<file path="src/rtl/rf_arb_pkg.sv">
// Shared types and widths for the register-file read arbiter.
// The lock feature (ARB/LOCKED FSM) is built only with RF_ARB_LOCK_EN defined.
package rf_arb_pkg;

  typedef enum logic {
    ARB    = 1'b0,
    LOCKED = 1'b1
  } arb_state_t;

  localparam int IDX_W  = 5;
  localparam int DATA_W = 32;
  localparam int RID_W  = 3;

endpackage

</file>
<file path="src/rtl/rr_picker.sv">
// Combinational round-robin winner search: the first requester at or after ptr
// wins, wrapping modulo NUM_REQ, and is reported as a one-hot grant.
module rr_picker #(
  parameter int NUM_REQ = 4,
  parameter int PTR_W   = 2
) (
  input  logic [NUM_REQ-1:0] req,
  input  logic [PTR_W-1:0]   ptr,
  output logic [NUM_REQ-1:0] gnt
);

  logic [2*NUM_REQ-1:0] req_dbl;
  logic [2*NUM_REQ-1:0] req_shift;
  logic [NUM_REQ-1:0]   req_rot;
  logic [NUM_REQ-1:0]   pick_rot;
  logic [2*NUM_REQ-1:0] pick_dbl;

  // Rotating a doubled copy puts requester ptr at bit 0, so the search is a
  // plain lowest-set-bit pick; rotating back and folding restores positions.
  assign req_dbl   = {req, req};
  assign req_shift = req_dbl >> ptr;
  assign req_rot   = req_shift[NUM_REQ-1:0];
  assign pick_rot  = req_rot & (~req_rot + 1'b1);
  assign pick_dbl  = {{NUM_REQ{1'b0}}, pick_rot} << ptr;
  assign gnt       = pick_dbl[NUM_REQ-1:0] | pick_dbl[2*NUM_REQ-1:NUM_REQ];

endmodule

</file>
<file path="src/rtl/rf_read_arbiter.sv">
// Round-robin arbiter sharing one 32:1 register read mux among NUM_REQ readers,
// with a one-cycle registered response. Optional port locking: RF_ARB_LOCK_EN.
module rf_read_arbiter
  import rf_arb_pkg::*;
#(
  parameter int NUM_REQ  = 4,
  parameter int MAX_LOCK = 8
) (
  input  logic                     clk,
  input  logic                     rst_n,
  input  logic [NUM_REQ-1:0]       req,
  input  logic [NUM_REQ*IDX_W-1:0] addr,
  input  logic [NUM_REQ-1:0]       lock,
  output logic [NUM_REQ-1:0]       gnt,
  output logic [IDX_W-1:0]         rf_sel,
  input  logic [DATA_W-1:0]        rf_data,
  output logic                     rvalid,
  output logic [RID_W-1:0]         rid,
  output logic [DATA_W-1:0]        rdata
);

  localparam int PTR_W = (NUM_REQ > 1) ? $clog2(NUM_REQ) : 1;

  logic [PTR_W-1:0]   ptr_reg, ptr_next;
  logic [NUM_REQ-1:0] arb_gnt;
  logic [PTR_W-1:0]   arb_idx;
  logic [PTR_W-1:0]   ptr_after;
  logic [NUM_REQ-1:0] gnt_int;
  logic [PTR_W-1:0]   win_idx;
  logic [IDX_W-1:0]   sel_reg;
  logic               any_gnt;

  rr_picker #(
    .NUM_REQ (NUM_REQ),
    .PTR_W   (PTR_W)
  ) u_picker (
    .req (req),
    .ptr (ptr_reg),
    .gnt (arb_gnt)
  );

  always_comb begin
    arb_idx = '0;
    for (int i = 0; i < NUM_REQ; i++) begin
      if (arb_gnt[i]) arb_idx = PTR_W'(i);
    end
  end

  assign ptr_after = (int'(arb_idx) == NUM_REQ - 1) ? '0 : arb_idx + 1'b1;

`ifdef RF_ARB_LOCK_EN
  localparam int CNT_W = $clog2(MAX_LOCK + 1);

  arb_state_t       state_reg, state_next;
  logic [PTR_W-1:0] owner_reg, owner_next;
  logic [CNT_W-1:0] lock_cnt_reg, lock_cnt_next;
  logic             hold;

  always_ff @(posedge clk or negedge rst_n) begin
    if (!rst_n) begin
      state_reg    <= ARB;
      owner_reg    <= '0;
      lock_cnt_reg <= '0;
    end else begin
      state_reg    <= state_next;
      owner_reg    <= owner_next;
      lock_cnt_reg <= lock_cnt_next;
    end
  end

  // The pointer already sits at owner+1 from the locking grant, so the exit
  // cycle simply arbitrates normally from it.
  always_comb begin
    state_next    = state_reg;
    owner_next    = owner_reg;
    lock_cnt_next = lock_cnt_reg;
    ptr_next      = ptr_reg;
    gnt_int       = '0;
    win_idx       = arb_idx;
    hold = (state_reg == LOCKED) && req[owner_reg] && lock[owner_reg] &&
           (lock_cnt_reg < CNT_W'(MAX_LOCK));
    if (hold) begin
      gnt_int[owner_reg] = 1'b1;
      win_idx            = owner_reg;
      lock_cnt_next      = lock_cnt_reg + 1'b1;
    end else begin
      state_next    = ARB;
      lock_cnt_next = '0;
      gnt_int       = arb_gnt;
      if (|arb_gnt) begin
        ptr_next = ptr_after;
        if (lock[arb_idx]) begin
          state_next    = LOCKED;
          owner_next    = arb_idx;
          lock_cnt_next = CNT_W'(1);
        end
      end
    end
  end
`else
  logic unused_cfg;

  assign unused_cfg = (^lock) | (MAX_LOCK == 0);

  always_comb begin
    gnt_int  = arb_gnt;
    win_idx  = arb_idx;
    ptr_next = ptr_reg;
    if (|arb_gnt) ptr_next = ptr_after;
  end
`endif

  assign gnt     = rst_n ? gnt_int : '0;
  assign any_gnt = |gnt;

  always_comb begin
    rf_sel = sel_reg;
    for (int i = 0; i < NUM_REQ; i++) begin
      if (gnt[i]) rf_sel = addr[i*IDX_W +: IDX_W];
    end
  end

  always_ff @(posedge clk or negedge rst_n) begin
    if (!rst_n) begin
      ptr_reg <= '0;
      sel_reg <= '0;
      rvalid  <= 1'b0;
      rid     <= '0;
      rdata   <= '0;
    end else begin
      ptr_reg <= ptr_next;
      rvalid  <= any_gnt;
      if (any_gnt) begin
        sel_reg <= rf_sel;
        rid     <= RID_W'(win_idx);
        rdata   <= rf_data;
      end
    end
  end

endmodule

</file>
<file path="config.mk">
export PLATFORM = sky130hd
export DESIGN_NAME = rf_read_arbiter
export DESIGN_NICKNAME = d
export VERILOG_FILES = /design/src/rtl/rf_arb_pkg.sv /design/src/rtl/rr_picker.sv /design/src/rtl/rf_read_arbiter.sv
export SDC_FILE = /design/constraint.sdc
export NUM_CORES = 1
export LEC_CHECK = 0
export ABC_AREA = 0
export CAP_MARGIN = 20
export CORE_AREA = 8 8 83 85
export DETAILED_ROUTE_END_ITERATION = 8
export DIE_AREA = 0 0 91 93
export MAX_ROUTING_LAYER = met4
export PLACE_DENSITY = 0.79
export SLEW_MARGIN = 20
export SYNTH_ARGS = -nofsm -noshare
export SYNTH_HDL_FRONTEND = slang
export SYNTH_SLANG_ARGS = --single-unit
</file>
<file path="constraint.sdc">
create_clock -name clk -period 3 [get_ports clk]
set_input_delay 0.75 -clock clk [delete_from_list [all_inputs] [get_ports clk]]
set_output_delay 0.75 -clock clk [all_outputs]
set_load 0.01 [all_outputs]
</file>
==> results of run 1 <==
-- cell usage after synthesis (2+ instances only) --
cell / count
nor2b_1: 3
buf_6: 3
o311a_1: 8
clkbuf_1: 7
a311oi_1: 2
o21ai_1: 3
nor3_1: 3
or2_2: 4
buf_2: 2
nor3_2: 3
o32ai_1: 4
nor3b_1: 4
inv_1: 3
dfrtp_1: 42
a2111o_1: 4
a21o_1: 4
buf_4: 3
inv_2: 2
a22oi_1: 2
nand2b_1: 2
nand3_1: 2
nand2_1: 103
o21ai_0: 3
nor2_1: 10
a21oi_1: 5
-- kinds of logic (layout without fill, tap and decap cells) --
group	after synthesis	in the layout	share of synthesized area [%]
and+or+nand+nor	139	139	27.3
AOI/OAI and AO/OA	46	46	19.4
DFF	42	42	47.0
buffers and inverters	22	150	6.05
other	1	1	0.168
-- power breakdown --
part / switching (W) / internal [W]
Combinational: 0.000535 / 0.000650
Sequential: 0.0000930 / 0.000674
Clock: 0.000198 / 0.000190
Total: 0.000826 / 0.00151
-- stage by stage --
| stage | instances | setup TNS [ps] | instance area, um^2 | setup WS, ps |
|---|---|---|---|---|
| after CTS | 450 | -3.98 | 3640 | -1.78 |
| after floorplan | 250 | 0 | 2230 | 119 |
| after global routing | 453 | 0 | 3690 | 1.11 |
| after global placement | 436 | -5050 | 3420 | -830 |
| after detailed placement | 436 | -5240 | 3420 | -842 |
| final | 453 | 0 | 3690 | 58.9 |
-- final cells by class --
cell class	instances	area, um^2	share of cell area [%]
inverters	6	25.0	0.679
multi-input cells	186	1150	31.2
clock inverters	1	8.76	0.238
clock buffers	7	86.3	2.34
flip-flops and latches	42	1050	28.6
well taps	75	93.8	2.55
repair buffers	136	1270	34.4
-- timing repair --
item                       4_1_cts  5_1_grt
setup buffers                    6        3
pin swaps                       16        7
resized for setup               65        9
gates cloned                     0        1
setup endpoints to repair        9        5
-- worst max-delay path by stage --
| stage | startpoint | to |
|---|---|---|
| after floorplan | req[0] | rf_sel[3] |
| after global placement | req[0] | rf_sel[4] |
| after detailed placement | req[0] | rf_sel[3] |
| after CTS | req[2] | rf_sel[1] |
| after global routing | ptr_reg[1]$_DFFE_PN0P_ | rf_sel[2] |
| final | req[3] | rf_sel[2] |
-- worst max-delay path: cells and delay by family --
| kind | cells | cell delay (ps) |
|---|---|---|
| compound gates | 2 | 620 |
| simple gates | 3 | 420 |
| buf+inv | 3 | 390 |
-- per-layer routing --
metal	share of wire, %	GRT usage (%)	up-vias
met5	0	-	-
met4	1.9	4.91	0
met3	5.1	4.57	14
met2	52	28.2	65
met1	41	18.5	1058
li1	-	-	1098
==> results.py, run 1 <==
metrics = {
    "status": {
        "result_of_the_run": "finished, final reports clean",
    },
    "timing": {
        "clock-skew-final_ps": 6.45,
        "finalSetupViolCount": 0,
        "report.final.slew_viol_count": 0,
        "fmaxAchievable_mhz": 340,
        "finalHoldViolations": 0,
        "timing.final.crit_period_ps": 2940,
        "tightest_slew_ps": 520,
        "max_slew_margin_pct": 65.3,
        "holdWs_ps": 405,
        "final_min_period_over_clock_period_pct": 98.0,
        "unrepaired_setup_endpoints_after_global_routing": "no",
    },
    "grt": {
        "global_route.overflow_total": 0,
        "via_count_of_the_first_global_routing_pass": 2386,
        "grtUsageTotal_pct": 16.5,
        "initial_antenna_violation_count": 0,
        "wire_length_of_the_first_global_routing_pass_mm": 11.2,
        "largest_net_degree_at_the_start_of_global_routing": 39,
    },
    "place": {
        "gp_congestion": 0.850,
        "place_hpwl_mm": 4.97,
        "port_buffers": 101,
    },
    "logic_synthesis": {
        "synth.cell_area_um2": 2230,
        "synth_largest_type_area_fraction_pct": 47.0,
        "yosys-top-cells-area": "dfrtp_1 47%, nand2_1 17%, o311a_1 3.6%",
        "synth.yosys.warnings": 0,
        "synth_largest_area_cell": "dfrtp_1",
        "syn_avg_cell_area_um2": 8.94,
        "postSynth.asyncResetShare_pct": 100,
        "synth_seq_cells": 42,
        "ys_dominant_reg_cell": "dfrtp_1",
        "seq_area_frac_synth_pct": 47.0,
        "synth_edf_count": 0,
        "synth_cell_types": 44,
        "post_synth_inst_count": 250,
        "synth_fp_nets": 312,
    },
    "clocking": {
        "hold_fix_buffer_count_after_cts": 0,
        "cts_sinks": 42,
        "ctsRootBufferMaster": "clkbuf_8",
        "tritoncts.num_buffers": 5,
        "clk-insertion-delay-late_ps": 290,
        "clock_path_buffers": 2,
        "cts.clk_slew.worst_paths_ps": 90,
        "htree_num_levels": 2,
        "tritoncts": "done",
    },
    "critical_path": {
        "reg2reg_from": "ptr_reg[1]$_DFFE_PN0P_",
        "r2r-end": "sel_reg[2]$_DFFE_PN0P_",
        "slowest_cell_on_the_critical_path": "o311a_1",
        "data_arrival_at_the_endpoint_of_the_critical_path_ps": 2190,
        "reg2regPathDepth": 8,
        "worst_setup_path_end_kind": "primary output",
        "worstPathRequired_ps": 2250,
        "cpMostUsedCell": "buf_6",
        "timing.reg2reg.setup_slack_ps": 1060,
        "cpPeakStageDelay_ps": 340,
        "timing.critical_path.from_type": "primary input",
        "crit_fanout": 8,
        "timing_worst_setup_path_type": "in2out",
        "crit_path_cell_trace": "buf_6, or2_4, a211o_1, nand2_4, buf_6, nor3_2, o311a_1, buf_2",
    },
    "floorplanning": {
        "core_area_um2": 5680,
        "io_pins": 107,
        "initial_utilization_pct": 39.4,
        "dieArea_um2": 8460,
        "die_width_um": 91,
        "floorplan.die.height_um": 93,
        "rows": 28,
    },
    "power": {
        "power.density_nw_per_um2": 635,
        "pnr_total_power_w": 0.00234,
        "total_leakage_power_nw": 1.72,
        "ir_drop_mv": 0.295,
    },
    "detailed_routing": {
        "drt_iter0_markers": 90,
        "drt-pass1-iter-count": 6,
        "avgViaCountPerCell": 4.93,
        "drt-total-wl_mm": 6.93,
        "final_antenna_net_count": 0,
        "wl_per_cell_um": 15.3,
        "route.vias.total": 2235,
        "post-route-drc-count": 0,
    },
    "layout": {
        "leading_cell_type_in_the_layout_fill_and_taps_excluded": "nand2_1",
        "antenna_cells_inserted": 0,
        "layout_common_cells": "103 x nand2_1, 90 x clkdlybuf4s50_1, 40 x dfrtp_1",
        "largest_register_ff_count": 32,
        "fill_cells": 473,
        "post_route_cells_drive_above_1_share_pct": 22.2,
        "finish.net_count": 439,
        "areaGrowthSynthToFinish_pct": 64.9,
        "layout.core_utilization_pct": 64.9,
    },
    "job": {
        "drv.max_cap_violation_count": 0,
    },
    "worst_hold_path": {
        "holdCritPathClass": "in2async",
    },
}
(Power assumes the default switching activity.)
==> run 2, diff against run 1 <==
Settings changed: SETUP_SLACK_MARGIN from default to 0.1.
==> run 2 against run 1 <==
Net effect:
- fmax shrank 2.8%
- core utilization rose by 0.84 points
- sequential share of layout area shrank 0.36 points
- via count barely moved
- worst setup slack got worse by 84 ps
- register-to-register slack better by 20 ps
- critical path depth grew 1
- final area rose by 1.3%
- the flow now finishes with violations (negative setup slack)
- non-clock buffer count increased by 1
==> results.py, run 2 (same netlist as run 1, synthesis figures left out) <==
metrics = {
    "status": {
        "result_of_the_run": "complete, but fails checks",
        "violations_in_the_final_reports": "negative setup slack",
    },
    "timing": {
        "final_min_period_over_clock_period_pct": 101,
        "fmaxAchievable_mhz": 331,
        "finalSetupViolCount": 2,
        "tightest_slew_ps": 520,
        "setup_ws_ps": -25.0,
        "timing.final.crit_period_ps": 3030,
        "holdWs_ps": 405,
        "report.final.slew_viol_count": 0,
        "max_slew_margin_pct": 65.3,
        "clock-skew-final_ps": 7.36,
        "unrepaired_setup_endpoints_after_global_routing": "yes",
        "finalSetupTns_ps": -32.0,
        "finalHoldViolations": 0,
    },
    "critical_path": {
        "reg2regPathDepth": 7,
        "slowest_cell_on_the_critical_path": "or3_4",
        "data_arrival_at_the_endpoint_of_the_critical_path_ps": 2280,
        "worstPathRequired_ps": 2250,
        "timing_worst_setup_path_type": "in2out",
        "timing.critical_path.from_type": "primary input",
        "cp_num_buf_inv": 4,
        "path_depth": 9,
        "crit_fanout": 8,
        "cpPeakStageDelay_ps": 410,
        "worst_setup_path_end_kind": "primary output",
        "timing.critical_path.max_delay_family": "simple AND/OR/NAND/NOR gates",
        "crit_path_cell_trace": "buf_6, buf_6, buf_6, nor2b_4, o21ai_2, nand2_4, or3_4, a311oi_2, buf_2",
        "cpMostUsedCell": "buf_6",
    },
    "grt": {
        "via_count_of_the_first_global_routing_pass": 2398,
        "wire_length_of_the_first_global_routing_pass_mm": 11.4,
        "global_route.overflow_total": 0,
        "grtUsageTotal_pct": 16.9,
        "initial_antenna_violation_count": 0,
        "largest_net_degree_at_the_start_of_global_routing": 39,
    },
    "detailed_routing": {
        "drt-total-wl_mm": 7.08,
        "post-route-drc-count": 0,
        "drt_iter0_markers": 88,
        "final_antenna_net_count": 0,
        "avgViaCountPerCell": 4.93,
        "drt-pass1-iter-count": 4,
        "wl_per_cell_um": 15.6,
        "route.vias.total": 2236,
    },
    "power": {
        "ir_drop_mv": 0.295,
        "power.sequential.fraction_pct": 33.0,
        "power_frac_clock_pct": 16.4,
        "combinationalPowerShare_pct": 50.6,
        "p_int_w": 0.00153,
        "power.density_nw_per_um2": 634,
        "total_leakage_power_nw": 1.74,
        "pnr_total_power_w": 0.00237,
        "switchingPower_w": 0.000844,
        "netSwitchingFraction_pct": 35.6,
    },
    "layout": {
        "fill_cells": 464,
        "final_cell_count_no_fill": 454,
        "finish.net_count": 440,
        "areaGrowthSynthToFinish_pct": 67.1,
        "leading_cell_type_in_the_layout_fill_and_taps_excluded": "nand2_1",
        "largest_register_ff_count": 32,
        "layout_common_cells": "103 x nand2_1, 88 x clkdlybuf4s50_1, 40 x dfrtp_1",
        "antenna_cells_inserted": 0,
        "post_route_cells_drive_above_1_share_pct": 23.0,
        "layout.core_utilization_pct": 65.8,
    },
    "clocking": {
        "hold_fix_buffer_count_after_cts": 0,
        "tritoncts.num_buffers": 5,
        "cts.clk_slew.worst_paths_ps": 90,
        "clk-insertion-delay-late_ps": 290,
        "tritoncts": "done",
        "htree_num_levels": 2,
        "ctsRootBufferMaster": "clkbuf_8",
        "cts_sinks": 42,
        "clock_path_buffers": 2,
    },
    "place": {
        "port_buffers": 101,
        "place_hpwl_mm": 4.97,
        "gp_congestion": 0.850,
        "placedCellCount": 436,
    },
    "floorplanning": {
        "initial_utilization_pct": 39.4,
        "io_pins": 107,
        "floorplan.die.height_um": 93,
        "dieArea_um2": 8460,
        "die_width_um": 91,
        "rows": 28,
        "core_area_um2": 5680,
    },
    "job": {
        "drv.max_cap_violation_count": 0,
    },
    "worst_hold_path": {
        "holdCritPathClass": "in2async",
    },
}
-- run 2: timing repair --
item | in CTS | in global routing
pin swaps | 15 | 13
gates resized for setup | 65 | 13
buffers inserted | 6 | 4
endpoints found under the setup margin | 9 | 6
-- run 2: final timing paths --
check	from	to	slack (ps)
worst max-delay path	req[2]	rf_sel[3]	-30
worst min-delay path	rst_n	sel_reg[1]$_DFFE_PN0P_	400
worst max register to register	ptr_reg[1]$_DFFE_PN0P_	sel_reg[1]$_DFFE_PN0P_	1080
worst min register to register	rdata[22]$_DFFE_PN0P_	rdata[22]$_DFFE_PN0P_	480
max in group asynchronous	rst_n	ptr_reg[0]$_DFFE_PN0P_	1850
min in group clk	rdata[22]$_DFFE_PN0P_	rdata[22]$_DFFE_PN0P_	480
-- run 2: through the flow --
| step | instance area, um^2 | setup slack [ps] |
|---|---|---|
| 6_report | 3730 | -25.0 |
| 5_1_grt | 3730 | -83.7 |
| 4_1_cts | 3660 | 4.47 |
| 3_5_place_dp | 3420 | -842 |
| 3_3_place_gp | 3420 | -830 |
| 2_1_floorplan | 2230 | 119 |
-- run 2: routing by layer --
metal | wire (um) | GRT usage [%]
met1 | 2920 | 19.2
met5 | 0 | -
met2 | 3720 | 29.0
met3 | 336 | 4.57
met4 | 98 | 4.64
-- run 2: power by group through the flow --
stage / clock (W) / combinational (W) / sequential [W]
6_report: 0.000389 / 0.00120 / 0.000781
3_5_place_dp: 0 / 0.00104 / 0.000771
2_1_floorplan: 0 / 0.000582 / 0.000759
5_1_grt: 0.000425 / 0.00129 / 0.000799
4_1_cts: 0.000403 / 0.00112 / 0.000772
3_3_place_gp: 0 / 0.00102 / 0.000766
-- run 2: area by class of cell --
class / instances / area [um^2] / area share [%]
Clock buffer: 7 / 86.3 / 2.31
Tap cell: 75 / 93.8 / 2.51
Multi-Input combinational cell: 186 / 1190 / 31.8
Inverter: 6 / 25.0 / 0.670
Clock inverter: 1 / 8.76 / 0.235
Sequential cell: 42 / 1050 / 28.2
Timing Repair Buffer: 137 / 1280 / 34.3
